<file path="config.mk">
export PLATFORM = sky130hd
export DESIGN_NAME = qpu_itcm_icb_arb
export DESIGN_NICKNAME = d
export VERILOG_FILES = /design/src/rtl/qpu_icb_pkg.sv /design/src/rtl/qpu_icb_id_fifo.sv /design/src/rtl/qpu_itcm_icb_arb.sv
export SDC_FILE = /design/constraint.sdc
export NUM_CORES = 1
export LEC_CHECK = 0
export CORE_AREA = 3 3 156 158
export CTS_CLUSTER_DIAMETER = 150
export DETAILED_ROUTE_END_ITERATION = 8
export DIE_AREA = 0 0 159 161
export HOLD_SLACK_MARGIN = 0.15
export PLACE_DENSITY = 0.52
export SYNTH_ARGS = -nofsm -noshare
export SYNTH_HDL_FRONTEND = slang
export SYNTH_SLANG_ARGS = --single-unit
</file>
<file path="constraint.sdc">
create_clock -name clk -period 3.7 [get_ports clk]
set_input_delay 0.37 -clock clk [delete_from_list [all_inputs] [get_ports clk]]
set_output_delay 0.37 -clock clk [all_outputs]
set_load 0.02 [all_outputs]
</file>
<file path="src/rtl/qpu_icb_pkg.sv">
// ITCM ICB arbiter shared types and widths.
// Source IDs tag each outstanding command with its owner.
package qpu_icb_pkg;

  localparam int QPU_ITCM_ADDR_WIDTH = 16;
  localparam int QPU_ITCM_DATA_WIDTH = 64;
  localparam int QPU_ITCM_OUTS_DEPTH = 2;

  typedef enum logic {
    SRC_IFU = 1'b0,
    SRC_LDR = 1'b1
  } icb_src_e;

  function automatic int qpu_ptr_w(input int depth);
    return (depth > 1) ? $clog2(depth) : 1;
  endfunction

  function automatic int qpu_cnt_w(input int depth);
    return $clog2(depth + 1);
  endfunction

endpackage

</file>
<file path="src/rtl/qpu_icb_id_fifo.sv">
// Source-ID FIFO for outstanding ITCM commands.
// Entries pop in order as ITCM responses complete.
module qpu_icb_id_fifo
  import qpu_icb_pkg::*;
#(
  parameter int DEPTH = 2,
  localparam int PW = qpu_ptr_w(DEPTH),
  localparam int CW = qpu_cnt_w(DEPTH)
) (
  input  logic          clk,
  input  logic          rst,
  input  logic          push,
  input  icb_src_e      din,
  input  logic          pop,
  output icb_src_e      dout,
  output logic          full,
  output logic          empty,
  output logic [CW-1:0] cnt
);

  icb_src_e      mem [DEPTH];
  logic [PW-1:0] wr_ptr;
  logic [PW-1:0] rd_ptr;

  function automatic logic [PW-1:0] ptr_inc(
    input logic [PW-1:0] p
  );
    return (p == PW'(DEPTH - 1)) ? '0 : p + PW'(1);
  endfunction

  assign dout  = mem[rd_ptr];
  assign full  = (cnt == CW'(DEPTH));
  assign empty = (cnt == '0);

  // storage write; contents need no reset
  always_ff @(posedge clk) begin
    if (push) begin
      mem[wr_ptr] <= din;
    end
  end

  // pointers wrap mod DEPTH, count tracks occupancy
  always_ff @(posedge clk) begin
    if (rst) begin
      wr_ptr <= '0;
      rd_ptr <= '0;
      cnt    <= '0;
    end else begin
      if (push) wr_ptr <= ptr_inc(wr_ptr);
      if (pop)  rd_ptr <= ptr_inc(rd_ptr);
      case ({push, pop})
        2'b10:   cnt <= cnt + CW'(1);
        2'b01:   cnt <= cnt - CW'(1);
        default: cnt <= cnt;
      endcase
    end
  end

endmodule

</file>
<file path="src/rtl/qpu_itcm_icb_arb.sv">
// Two-port ICB arbiter (IFU fetch, loader) in front of the ITCM.
// Round-robin grant, loader lock, in-order response routing.
module qpu_itcm_icb_arb
  import qpu_icb_pkg::*;
#(
  parameter int AW = QPU_ITCM_ADDR_WIDTH,
  parameter int DW = QPU_ITCM_DATA_WIDTH,
  parameter int OUTS_DEPTH = QPU_ITCM_OUTS_DEPTH,
  localparam int MW = DW / 8,
  localparam int CW = qpu_cnt_w(OUTS_DEPTH)
) (
  input  logic          clk,
  input  logic          rst,
  input  logic          ifu_cmd_valid,
  output logic          ifu_cmd_ready,
  input  logic [AW-1:0] ifu_cmd_addr,
  output logic          ifu_rsp_valid,
  input  logic          ifu_rsp_ready,
  output logic [DW-1:0] ifu_rsp_rdata,
  input  logic          ldr_cmd_valid,
  output logic          ldr_cmd_ready,
  input  logic [AW-1:0] ldr_cmd_addr,
  input  logic          ldr_cmd_read,
  input  logic [DW-1:0] ldr_cmd_wdata,
  input  logic [MW-1:0] ldr_cmd_wmask,
  output logic          ldr_rsp_valid,
  input  logic          ldr_rsp_ready,
  output logic [DW-1:0] ldr_rsp_rdata,
  input  logic          loader_lock,
  output logic          itcm_cmd_valid,
  input  logic          itcm_cmd_ready,
  output logic [AW-1:0] itcm_cmd_addr,
  output logic          itcm_cmd_read,
  output logic [DW-1:0] itcm_cmd_wdata,
  output logic [MW-1:0] itcm_cmd_wmask,
  input  logic          itcm_rsp_valid,
  output logic          itcm_rsp_ready,
  input  logic [DW-1:0] itcm_rsp_rdata,
  output logic          lock_granted,
  output logic          arb_idle,
  output logic          arb_err
);

  icb_src_e      last_gnt;
  icb_src_e      hold_src;
  icb_src_e      sel;
  icb_src_e      head;
  logic          hold_vld;
  logic          req;
  logic          fifo_full;
  logic          fifo_empty;
  logic [CW-1:0] fifo_cnt;
  logic          cmd_fire;
  logic          rsp_fire;
  logic          push_ifu;
  logic          pop_ifu;
  logic [CW-1:0] ifu_outs;

  // owner of the cmd channel: held grant, then lock, then round-robin
  always_comb begin
    sel = SRC_LDR;
    if (hold_vld) begin
      sel = hold_src;
    end else if (loader_lock) begin
      sel = SRC_LDR;
    end else if (ifu_cmd_valid && ldr_cmd_valid) begin
      sel = (last_gnt == SRC_IFU) ? SRC_LDR : SRC_IFU;
    end else if (ifu_cmd_valid) begin
      sel = SRC_IFU;
    end
  end

  assign req = (sel == SRC_IFU) ? ifu_cmd_valid : ldr_cmd_valid;

  assign itcm_cmd_valid = !rst && req && !fifo_full;
  assign cmd_fire       = itcm_cmd_valid && itcm_cmd_ready;
  assign ifu_cmd_ready  = cmd_fire && (sel == SRC_IFU);
  assign ldr_cmd_ready  = cmd_fire && (sel == SRC_LDR);

  assign itcm_cmd_addr  = (sel == SRC_IFU) ? ifu_cmd_addr : ldr_cmd_addr;
  assign itcm_cmd_read  = (sel == SRC_IFU) ? 1'b1 : ldr_cmd_read;
  assign itcm_cmd_wdata = (sel == SRC_IFU) ? '0 : ldr_cmd_wdata;
  assign itcm_cmd_wmask = (sel == SRC_IFU) ? '0 : ldr_cmd_wmask;

  assign ifu_rsp_valid = !rst && itcm_rsp_valid && !fifo_empty &&
                         (head == SRC_IFU);
  assign ldr_rsp_valid = !rst && itcm_rsp_valid && !fifo_empty &&
                         (head == SRC_LDR);
  assign ifu_rsp_rdata = itcm_rsp_rdata;
  assign ldr_rsp_rdata = itcm_rsp_rdata;

  // an empty FIFO swallows stray responses
  assign itcm_rsp_ready = !rst && (fifo_empty ||
                          ((head == SRC_IFU) ? ifu_rsp_ready : ldr_rsp_ready));
  assign rsp_fire = itcm_rsp_valid && itcm_rsp_ready && !fifo_empty;

  assign push_ifu = cmd_fire && (sel == SRC_IFU);
  assign pop_ifu  = rsp_fire && (head == SRC_IFU);

  assign lock_granted = !rst && loader_lock && (ifu_outs == '0);
  assign arb_idle     = rst || ((fifo_cnt == '0) &&
                        !ifu_cmd_valid && !ldr_cmd_valid);

  qpu_icb_id_fifo #(
    .DEPTH (OUTS_DEPTH)
  ) u_id_fifo (
    .clk   (clk),
    .rst   (rst),
    .push  (cmd_fire),
    .din   (sel),
    .pop   (rsp_fire),
    .dout  (head),
    .full  (fifo_full),
    .empty (fifo_empty),
    .cnt   (fifo_cnt)
  );

  // freeze the grant while a cmd waits on itcm_cmd_ready
  always_ff @(posedge clk) begin
    if (rst) begin
      hold_vld <= 1'b0;
      hold_src <= SRC_IFU;
    end else if (cmd_fire) begin
      hold_vld <= 1'b0;
    end else if (itcm_cmd_valid) begin
      hold_vld <= 1'b1;
      hold_src <= sel;
    end
  end

  // round-robin history; reset so the IFU wins the first tie
  always_ff @(posedge clk) begin
    if (rst) begin
      last_gnt <= SRC_LDR;
    end else if (cmd_fire) begin
      last_gnt <= sel;
    end
  end

  // IFU commands still in flight gate the loader lock
  always_ff @(posedge clk) begin
    if (rst) begin
      ifu_outs <= '0;
    end else begin
      case ({push_ifu, pop_ifu})
        2'b10:   ifu_outs <= ifu_outs + CW'(1);
        2'b01:   ifu_outs <= ifu_outs - CW'(1);
        default: ifu_outs <= ifu_outs;
      endcase
    end
  end

  // sticky flag for a response with nothing outstanding
  always_ff @(posedge clk) begin
    if (rst) begin
      arb_err <= 1'b0;
    end else if (itcm_rsp_valid && fifo_empty) begin
      arb_err <= 1'b1;
    end
  end

endmodule

</file>
==> metrics.cfg, run 1 <==
[outcome]
status=finished clean

[yosys]
synth_edf_count=2
async_reset_ff_share_pct=0
yosysSeqAreaShare_pct=12.08
ys_ff_latch=13
syn_inst=303
ys_warn_count=0
synth_nets=483
ys.flop_type=dfxtp_1
syn_avg_cell_area_sq_um=7.656
syn_area_sq_um=2320
synth_cell_types=33

[clock_tree]
clkSinkCount=13
cts_setup_buffers=0
clk_pin_slew_ns=0.05
cts_root_buf=clkbuf_16
cts_buffers=3
ctsResizeCount=0
clock_tree.htree_level_count=1
cts_tree=done
holdBufCountCts=0
cts.path.max_buffers=2
clk-insertion-delay-late_ns=0.24

[drt]
ant_nets=0
num_vias=2038
drc=0
vias_per_cell=2.907
routed_wl_mm=9.330
wl_met1_mm=3.494
wl_met3_mm=1.036
wl_met2_mm=4.408
drt_iter0_drc=56
wl_per_cell_um=13.31
firstDrtPassIters=3
highest_layer=met4

[worst_setup_path]
cp.arrival_ns=2.55
critical_path.slowest_cell=clkdlybuf4s50_1
crit_fanout=20
critPathKind=input pin to output port
crit_top_cell=clkdlybuf4s50_1
crit_chain=clkdlybuf4s50_1 > nand2b_1 > nor3_1 > or2_1 > buf_4 > mux2_2 > clkdlybuf4s50_1
required_ns=3.33
critPathMaxStageDelay_ns=0.54
cp-start-kind=input pin
end_kind=output port

[sta]
worst_slack_ns=0.7781
rsz0062_at_grt=false
setup_viol=0
tightest_slew_ns=0.4305
finalCritPeriodShare_pct=78.97
setup-tns-final_ns=0
relSlewSlack_pct=71.22
fin_skew_ns=0.001814
hold_viol=0
min_period_ns=2.922
fmax_mhz=342.2
maxSlewViolCount=0

[grt]
gr-total-overflow=0
antenna_found_initial=1
track_usage_pct=6.533
grt_max_degree=73
grt_pass1_vias=2208
grt_pass1_wl_mm=13.07

[final_layout]
mostFrequentLayoutCell=clkdlybuf4s50_1
nets=563
layout_common_cells=211 x clkdlybuf4s50_1, 73 x and2_1, 16 x mux2_2
syn2layout_area_growth_pct=69.80
n_antenna_cell=0
fill_cells=2676
drive_gt1_share_pct=7.068

[die]
core-area_sq_um=23260
core.rowCount=56
io-pin-count=404
chipHeight_um=161
start_util_pct=9.972
die_area_sq_um=25600
die_w_um=159

[power_and_ir_drop]
peakVddDrop_v=0.0001208
power_w=0.001030
pwr_density_cell_nw_per_um2=261.6
p_leak_nw=1.394

[hold_path]
hold_class=register to register

[place]
pre_cts_ws_ns=0.7494
port_buffers=211
dp_hpwl_mm=7.879
place.gp.congestion=0.6790

[flow_run]
maxCapViolCount=0

[cell families after synthesis]
kind of cell | share of synthesized area [%]
mux | 9.924
fa+ha+maj | 1.079
xor+xnor | 1.511
simple gates | 26.38
flops | 12.08
buf+inv | 44.17
compound gates | 4.854
[sequential cells by signal, indices dropped and copies added (netlist names), named ones only]
register          cells
hold_vld              1
arb_err               1
hold_src              1
ifu_outs              2
u_id_fifo.cnt         2
u_id_fifo.mem         2
u_id_fifo.wr_ptr      1
u_id_fifo.rd_ptr      1
last_gnt              1
[per-layer routing]
layer	GRT usage, %	vias up
li1	-	981
met1	7.296	845
met2	10.54	162
met3	2.590	50
met4	3.900	0
met5	0	-
[critical path, delay by kind of cell]
kind	cells	cell delay (ns)
buffers and inverters	3	1.32
muxes	1	0.38
and+or+nand+nor	3	0.46
[power breakdown]
group	leakage [nW]	switching (W)	internal (W)	total, W
Clock	0.0382	0.0000601	0.000145	0.000205
Combinational	1.25	0.000295	0.000368	0.000662
Sequential	0.108	0.00000809	0.000155	0.000163
[Yosys cell counts, types with 2 or more instances]
master,number,area share (%)
buf_4,128,41
and2_1,73,20
mux2_2,16,7.8
dfxtp_1,11,9.5
nor2_1,10,1.6
a21oi_1,9,1.9
clkbuf_1,8,1.3
inv_1,5,0.81
mux2i_1,5,2.2
or3_1,4,1.1
buf_2,3,0.65
nand2b_1,3,0.81
o21ai_0,3,0.65
edfxtp_1,2,2.6
ha_1,2,1.1
nor2b_1,2,0.54
xnor2_1,2,0.76
xor2_1,2,0.76
[path summary, 6_finish.rpt]
check | startpoint | to | slack, ns | cells after the start
worst min-delay path | arb_err$_SDFFE_PP0P_ | arb_err$_SDFFE_PP0P_ | 0.47 | 2
worst max-delay path | ifu_cmd_valid | itcm_cmd_addr[2] | 0.78 | 7
worst max register to register | u_id_fifo.cnt[0]$_SDFFE_PP0P_ | ifu_outs[1]$_SDFFE_PP0P_ | 1.60 | 7
worst min register to register | arb_err$_SDFFE_PP0P_ | arb_err$_SDFFE_PP0P_ | 0.47 | 2
[per-stage QoR]
step | cell area, sq um | utilization, % | hold slack (ns) | instances
after global placement | 3860 | 16.59 | 0.4599 | 697
final | 3939 | 16.93 | 0.4725 | 701
after detailed placement | 3860 | 16.59 | 0.4724 | 697
after floorplan | 2320 | - | 0.4462 | 303
after CTS | 3939 | 16.93 | 0.4875 | 701
after global routing | 3939 | 16.93 | 0.4921 | 701
[cell type report]
| class | instances | area (sq um) | share of cell area, % |
|---|---|---|---|
| Sequential cell | 13 | 280.3 | 7.116 |
| Inverter | 5 | 18.77 | 0.4765 |
| Tap cell | 319 | 399.1 | 10.13 |
| Timing Repair Buffer | 214 | 2147 | 54.51 |
| Multi-Input combinational cell | 146 | 1015 | 25.76 |
| Clock buffer | 4 | 78.83 | 2.001 |
(Power assumes the default switching activity.)
==> run 2: changes to the inputs <==
--- a/config.mk
+++ b/config.mk
@@ -5,12 +5,12 @@
 export SDC_FILE = /design/constraint.sdc
 export NUM_CORES = 1
 export LEC_CHECK = 0
-export CORE_AREA = 3 3 156 158
+export CORE_AREA = 3 3 157 159
 export CTS_CLUSTER_DIAMETER = 150
 export DETAILED_ROUTE_END_ITERATION = 8
-export DIE_AREA = 0 0 159 161
+export DIE_AREA = 0 0 160 162
 export HOLD_SLACK_MARGIN = 0.15
-export PLACE_DENSITY = 0.52
+export PLACE_DENSITY = 0.54
 export SYNTH_ARGS = -nofsm -noshare
 export SYNTH_HDL_FRONTEND = slang
 export SYNTH_SLANG_ARGS = --single-unit
==> constraint.sdc (replaced) <==
create_clock -name clk -period 2.4 [get_ports clk]
set_input_delay 0.24 -clock clk [delete_from_list [all_inputs] [get_ports clk]]
set_output_delay 0.24 -clock clk [all_outputs]
set_load 0.02 [all_outputs]
==> run 2 against run 1 <==
Compared with the run above: final area decreased by 1.7%; setup slack got worse by 0.66 ns; critical path type unchanged; worst hold slack lost 0.0030 ns; power rose by 47%.
==> metrics.cfg, run 2 (synthesized netlist as in run 1, its figures left out) <==
[drt]
firstDrtPassIters=4  ; +1
ant_nets=0  ; unchanged
drt_iter0_drc=59  ; +5.4%
wl_per_cell_um=13.08  ; -1.8%
vias_per_cell=2.880  ; -0.93%
num_vias=2091  ; +2.6%
drc=0  ; unchanged
routed_wl_mm=9.493  ; +1.7%

[final_layout]
drive_gt1_share_pct=26.54  ; +19 points
syn2layout_area_growth_pct=66.88
n_antenna_cell=0  ; unchanged
reg_top3=ifu_outs: 2 flops, u_id_fifo.cnt: 2 flops, u_id_fifo.mem: 2 flops
fin_area_sq_um=3871  ; -1.7%
fill_cells=2728  ; +1.9%
mostFrequentLayoutCell=clkdlybuf4s50_1
layout_common_cells=120 x clkdlybuf4s50_1, 73 x and2_1, 49 x clkbuf_2
nets=588  ; +4.4%

[place]
place.gp.congestion=0.6672  ; -1.7%
dp_hpwl_mm=8.329  ; +5.7%
placed_cell_area_sq_um=4045  ; +4.8%
port_buffers=211  ; unchanged

[worst_setup_path]
reg2reg_depth=7  ; unchanged
r2r_slack_ns=0.38  ; -1.22 ns
cp.arrival_ns=2.04  ; -0.51 ns
crit_start=rst
critPathKind=input pin to output port
required_ns=2.16  ; -1.17 ns
rr_startpoint=u_id_fifo.cnt[0]$_SDFFE_PP0P_
rr_endpoint=ifu_outs[1]$_SDFFE_PP0P_
end_kind=output port
cp-start-kind=input pin
crit_fanout=4  ; -80%

[die]
start_util_pct=9.912  ; -0.060 points
core-area_sq_um=23400  ; +0.60%
die_area_sq_um=25920  ; +1.3%
die_w_um=160  ; +0.63%
io-pin-count=404  ; unchanged
chipHeight_um=162  ; +0.62%
core.rowCount=56  ; unchanged

[sta]
rsz0062_at_grt=false
setup_viol=0  ; unchanged
fmax_mhz=437.7
relSlewSlack_pct=74.43  ; +3.2 points
min_period_ns=2.285
maxSlewViolCount=0  ; unchanged
hold_viol=0  ; unchanged
tightest_slew_ns=0.3824  ; -0.04810 ns
fin_hold_ws_ns=0.4695  ; -0.003023 ns
fin_skew_ns=0.002372  ; +0.0005581 ns
finalCritPeriodShare_pct=95.20

[outcome]
status=finished clean

[grt]
grt_pass1_wl_mm=13.01  ; -0.47%
grt_max_degree=45  ; -38%
grt_pass1_vias=2192  ; -0.72%
antenna_found_initial=0  ; -1
gr-total-overflow=0  ; unchanged
track_usage_pct=6.402  ; -0.13 points

[clock_tree]
cts_buffers=3  ; unchanged
clock_tree.htree_level_count=1  ; unchanged
clkSinkCount=13  ; unchanged
cts_root_buf=clkbuf_16
clk_pin_slew_ns=0.04  ; about the same
holdBufCountCts=0  ; unchanged
cts.path.max_buffers=2  ; unchanged
cts_tree=done
clk-insertion-delay-late_ns=0.24  ; about the same

[power_and_ir_drop]
peakVddDrop_v=0.0001903  ; +58%
p_leak_nw=1.650  ; +18%
pwr_density_cell_nw_per_um2=392.0  ; +50%

[hold_path]
hold_depth=2  ; unchanged
hold_class=register to register
holdCritStartpoint=arb_err$_SDFFE_PP0P_
min_to=arb_err$_SDFFE_PP0P_

[flow_run]
maxCapViolCount=0  ; unchanged

## run 2: cell types whose count changed in the layout (fill, tap and decap cells not counted), sizes merged
cell           previous run  this run
clkdlybuf4s50           211       120
clkbuf                    4        53
dlygate4sd2               0        37
buf                       3        28
clkdlybuf4s15             0         5
clkinv                    1         0
inv                       4         5
## run 2: repair_timing
item / 4_1_cts / 5_1_grt
gates cloned: 0 / 0
pin swaps: 1 / 2
gates resized for setup: 122 / 81
buffers inserted: 1 / 1
endpoints found under the setup margin: 91 / 57
## run 2: routing by layer
layer / GRT usage, % / vias to the layer above / part of all wire, %
met5: 0 / - / 0
met1: 6.847 / 861 / 36
li1: - / 1033 / -
met4: 3.156 / 0 / 4.5
met2: 10.51 / 147 / 47
met3: 3.213 / 50 / 13
## run 2: area by class of cell
type	count	area (sq um)	share of cell area [%]
timing repair buffer	239	2074	53.59
multi-input combinational	146	1020	26.34
sequential	13	280.3	7.240
inverter	5	18.77	0.4848
clock buffer	4	78.83	2.036
tap	319	399.1	10.31
## run 2: through the flow
stage	setup TNS (ns)	power, W	util (%)	worst slack [ns]	std cells
global placement	-18.57	0.001342	17.29	-0.3005	720
finish	0	0.001518	16.54	0.1153	726
detailed placement	-19.61	0.001341	17.29	-0.3393	720
CTS	-0.01038	0.001570	17.39	-0.01038	725
global route	0	0.001606	16.54	0.001380	726
floorplan	0	0.001021	-	0.3727	303
## run 2: how the worst max path moves through the flow
stage / end / slack [ns] / cells past startpoint
2_1_floorplan: ifu_outs[1]$_SDFFE_PP0P_ / 0.37 / 7
3_3_place_gp: itcm_cmd_addr[14] / -0.30 / 7
3_5_place_dp: itcm_cmd_addr[2] / -0.34 / 7
4_1_cts: itcm_cmd_addr[2] / -0.01 / 8
5_1_grt: itcm_cmd_wdata[54] / 0.001 / 8
6_report: ldr_rsp_valid / 0.12 / 5
## run 2: worst max-delay path, stage by stage
cell and delay [ns]:
clkdlybuf4s50_1 0.52, or3b_4 0.44, buf_4 0.15, nor2_1 0.09, clkdlybuf4s50_1 0.61
## run 2: report_power, final
part / switching (W) / leakage [nW] / total, W / internal (W)
Combinational: 0.000461 / 1.50 / 0.000953 / 0.000492
Clock: 0.0000898 / 0.0382 / 0.000314 / 0.000224
Sequential: 0.0000124 / 0.108 / 0.000251 / 0.000239
Total: 0.000564 / 1.65 / 0.00152 / 0.000954
==> run 3: changes to the inputs <==
==> constraint.sdc (replaced) <==
create_clock -name clk -period 2.4 [get_ports clk]
set_input_delay 0.24 -clock clk [delete_from_list [all_inputs] [get_ports clk]]
set_output_delay 0.24 -clock clk [all_outputs]
set_load 0.01 [all_outputs]
==> run 3 against run 2 <==
Compared with the run above: sequential power about the same; die area unchanged; largest power group unchanged; critical endpoint is now itcm_cmd_wdata[62]; flip-flop and latch count unchanged; power decreased by 1.3%.
==> metrics.cfg, run 3 (synthesized netlist as in run 1, its figures left out) <==
[outcome]
status=finished clean

[worst_setup_path]
reg2reg_depth=8  ; +1
cp.arrival_ns=2.07  ; +0.03 ns
cp-start-kind=input pin
critPathKind=input pin to output port
end_kind=output port
required_ns=2.16  ; about the same
crit_fanout=6  ; +2

[power_and_ir_drop]
pwr_density_cell_nw_per_um2=353.9  ; -9.7%
p_switching_w=0.0004588  ; -19%
peakVddDrop_v=0.0001885  ; -0.91%
clkPwrFrac_pct=21.1  ; +0.4 points
power_frac_seq_pct=16.9  ; +0.4 points
p_comb_share_pct=62.0  ; -0.8 points
p_leak_nw=1.888  ; +14%
p_int_w=0.001039  ; +8.9%
swShare_pct=30.63  ; -6.5 points

[clock_tree]
clk_pin_slew_ns=0.04  ; about the same
clk-insertion-delay-late_ns=0.24  ; about the same
clkSinkCount=13  ; unchanged
cts.path.max_buffers=2  ; unchanged
clock_tree.htree_level_count=1  ; unchanged
cts_tree=done
cts_root_buf=clkbuf_16
holdBufCountCts=0  ; unchanged
cts_buffers=3  ; unchanged

[final_layout]
syn2layout_area_growth_pct=82.47
drive_gt1_share_pct=15.82  ; -11 points
reg_top3=ifu_outs: 2 flops, u_id_fifo.cnt: 2 flops, u_id_fifo.mem: 2 flops
mostFrequentLayoutCell=clkdlybuf4s50_1
layout_common_cells=118 x clkdlybuf4s50_1, 73 x and2_1, 66 x dlygate4sd2_1
fill_cells=2690  ; -1.4%
fin_area_sq_um=4233  ; +9.3%
stdcell_count=730  ; +0.55%
nets=592  ; +0.68%
n_antenna_cell=0  ; unchanged

[die]
core-area_sq_um=23400  ; unchanged
die_area_sq_um=25920  ; unchanged
io-pin-count=404  ; unchanged
chipHeight_um=162  ; unchanged
core.rowCount=56  ; unchanged
start_util_pct=9.912  ; unchanged
die_w_um=160  ; unchanged

[place]
port_buffers=211  ; unchanged
pre_cts_ws_ns=-0.2885  ; +0.05084 ns
numPlacedInstances=720  ; unchanged
placed_cell_area_sq_um=4045  ; unchanged
dp_hpwl_mm=8.296  ; -0.39%
place.gp.congestion=0.7018  ; +5.2%

[flow_run]
maxCapViolCount=0  ; unchanged

[grt]
track_usage_pct=7.046  ; +0.64 points
gr-total-overflow=0  ; unchanged
grt_pass1_vias=2390  ; +9.0%
grt_pass1_wl_mm=14.33  ; +10%
grt_max_degree=25  ; -44%
antenna_found_initial=0  ; unchanged

[sta]
relSlewSlack_pct=76.02  ; +1.6 points
worst_slack_ns=0.08835  ; -0.02697 ns
fin_skew_ns=0.003625  ; +0.001252 ns
tightest_slew_ns=0.3586  ; -0.02378 ns
fmax_mhz=432.6  ; -1.2%
maxSlewViolCount=0  ; unchanged
min_period_ns=2.312  ; +0.02697 ns
setup_viol=0  ; unchanged
finalCritPeriodShare_pct=96.32  ; +1.1 points
hold_viol=0  ; unchanged

[drt]
num_vias=2162  ; +3.4%
drc=0  ; unchanged
wl_per_cell_um=13.97  ; +6.9%
firstDrtPassIters=3  ; -1
drt_iter0_drc=93  ; +58%
vias_per_cell=2.962  ; +2.8%
ant_nets=0  ; unchanged
routed_wl_mm=10.20  ; +7.4%

[hold_path]
hold_depth=2  ; unchanged
hold_class=register to register

## run 3: changes by cell type in the layout (fill, tap and decap cells not counted), sizes merged
cell and change:
buf +2, clkbuf -46, clkdlybuf4s15 +8, bufbuf +2
dlymetal6s2s +11, clkdlybuf4s50 -2, dlygate4sd2 +29
## run 3: metrics by stage
step,total power (W),hold WS (ns),util [%],setup TNS (ns)
floorplan,0.0007988,0.3366,-,0
finish,0.001498,0.4746,18.09,0
global placement,0.001210,0.4541,17.29,-12.19
detailed placement,0.001208,0.4665,17.29,-14.41
CTS,0.001518,0.4768,17.85,0
global route,0.001598,0.4800,18.09,-0.03067
## run 3: layout make-up
class	count	area [sq um]	share of cell area [%]
clock buffer	4	78.83	1.862
inverter	5	26.28	0.6208
multi-input combinational	146	1046	24.71
sequential	13	280.3	6.621
tap	319	399.1	9.430
timing repair buffer	243	2402	56.75
## run 3: timing repair
action	4_1_cts	5_1_grt
buffers inserted	2	1
endpoints found under the setup margin	90	42
cloned	3	0
pin swaps	1	1
resized for setup	92	34
## run 3: final timing paths
| kind | start | end | slack (ns) |
|---|---|---|---|
| worst min-delay path | arb_err$_SDFFE_PP0P_ | arb_err$_SDFFE_PP0P_ | 0.47 |
| worst min register to register | arb_err$_SDFFE_PP0P_ | arb_err$_SDFFE_PP0P_ | 0.47 |
| worst max-delay path | ldr_cmd_valid | itcm_cmd_wdata[62] | 0.09 |
| worst max register to register | hold_vld$_SDFFE_PP0N_ | ifu_outs[1]$_SDFFE_PP0P_ | 0.35 |
## run 3: metal layers
layer	share of wire [%]	GRT usage (%)	routed length [um]	vias to the layer above
met2	47	11.28	4777	144
met1	37	8.113	3784	927
met5	0	0	0	-
met4	4.1	3.314	419	0
li1	-	-	-	1042
met3	12	3.060	1218	49
## run 3: power by group through the flow
stage	Clock [W]	Sequential [W]	Combinational [W]
final	0.000317	0.000253	0.000929
after global routing	0.000337	0.000255	0.00101
after CTS	0.000322	0.000251	0.000945
after detailed placement	0	0.000255	0.000953
after global placement	0	0.000254	0.000956
after floorplan	0	0.000253	0.000546
## run 3: worst max-delay path, cell delays in order
cell	delay, ns
clkdlybuf4s50_1	0.48
nor2b_4	0.16
nor3_4	0.05
or2_4	0.27
inv_8	0.10
bufbuf_16	0.27
buf_4	0.11
and2_1	0.12
dlygate4sd2_1	0.26
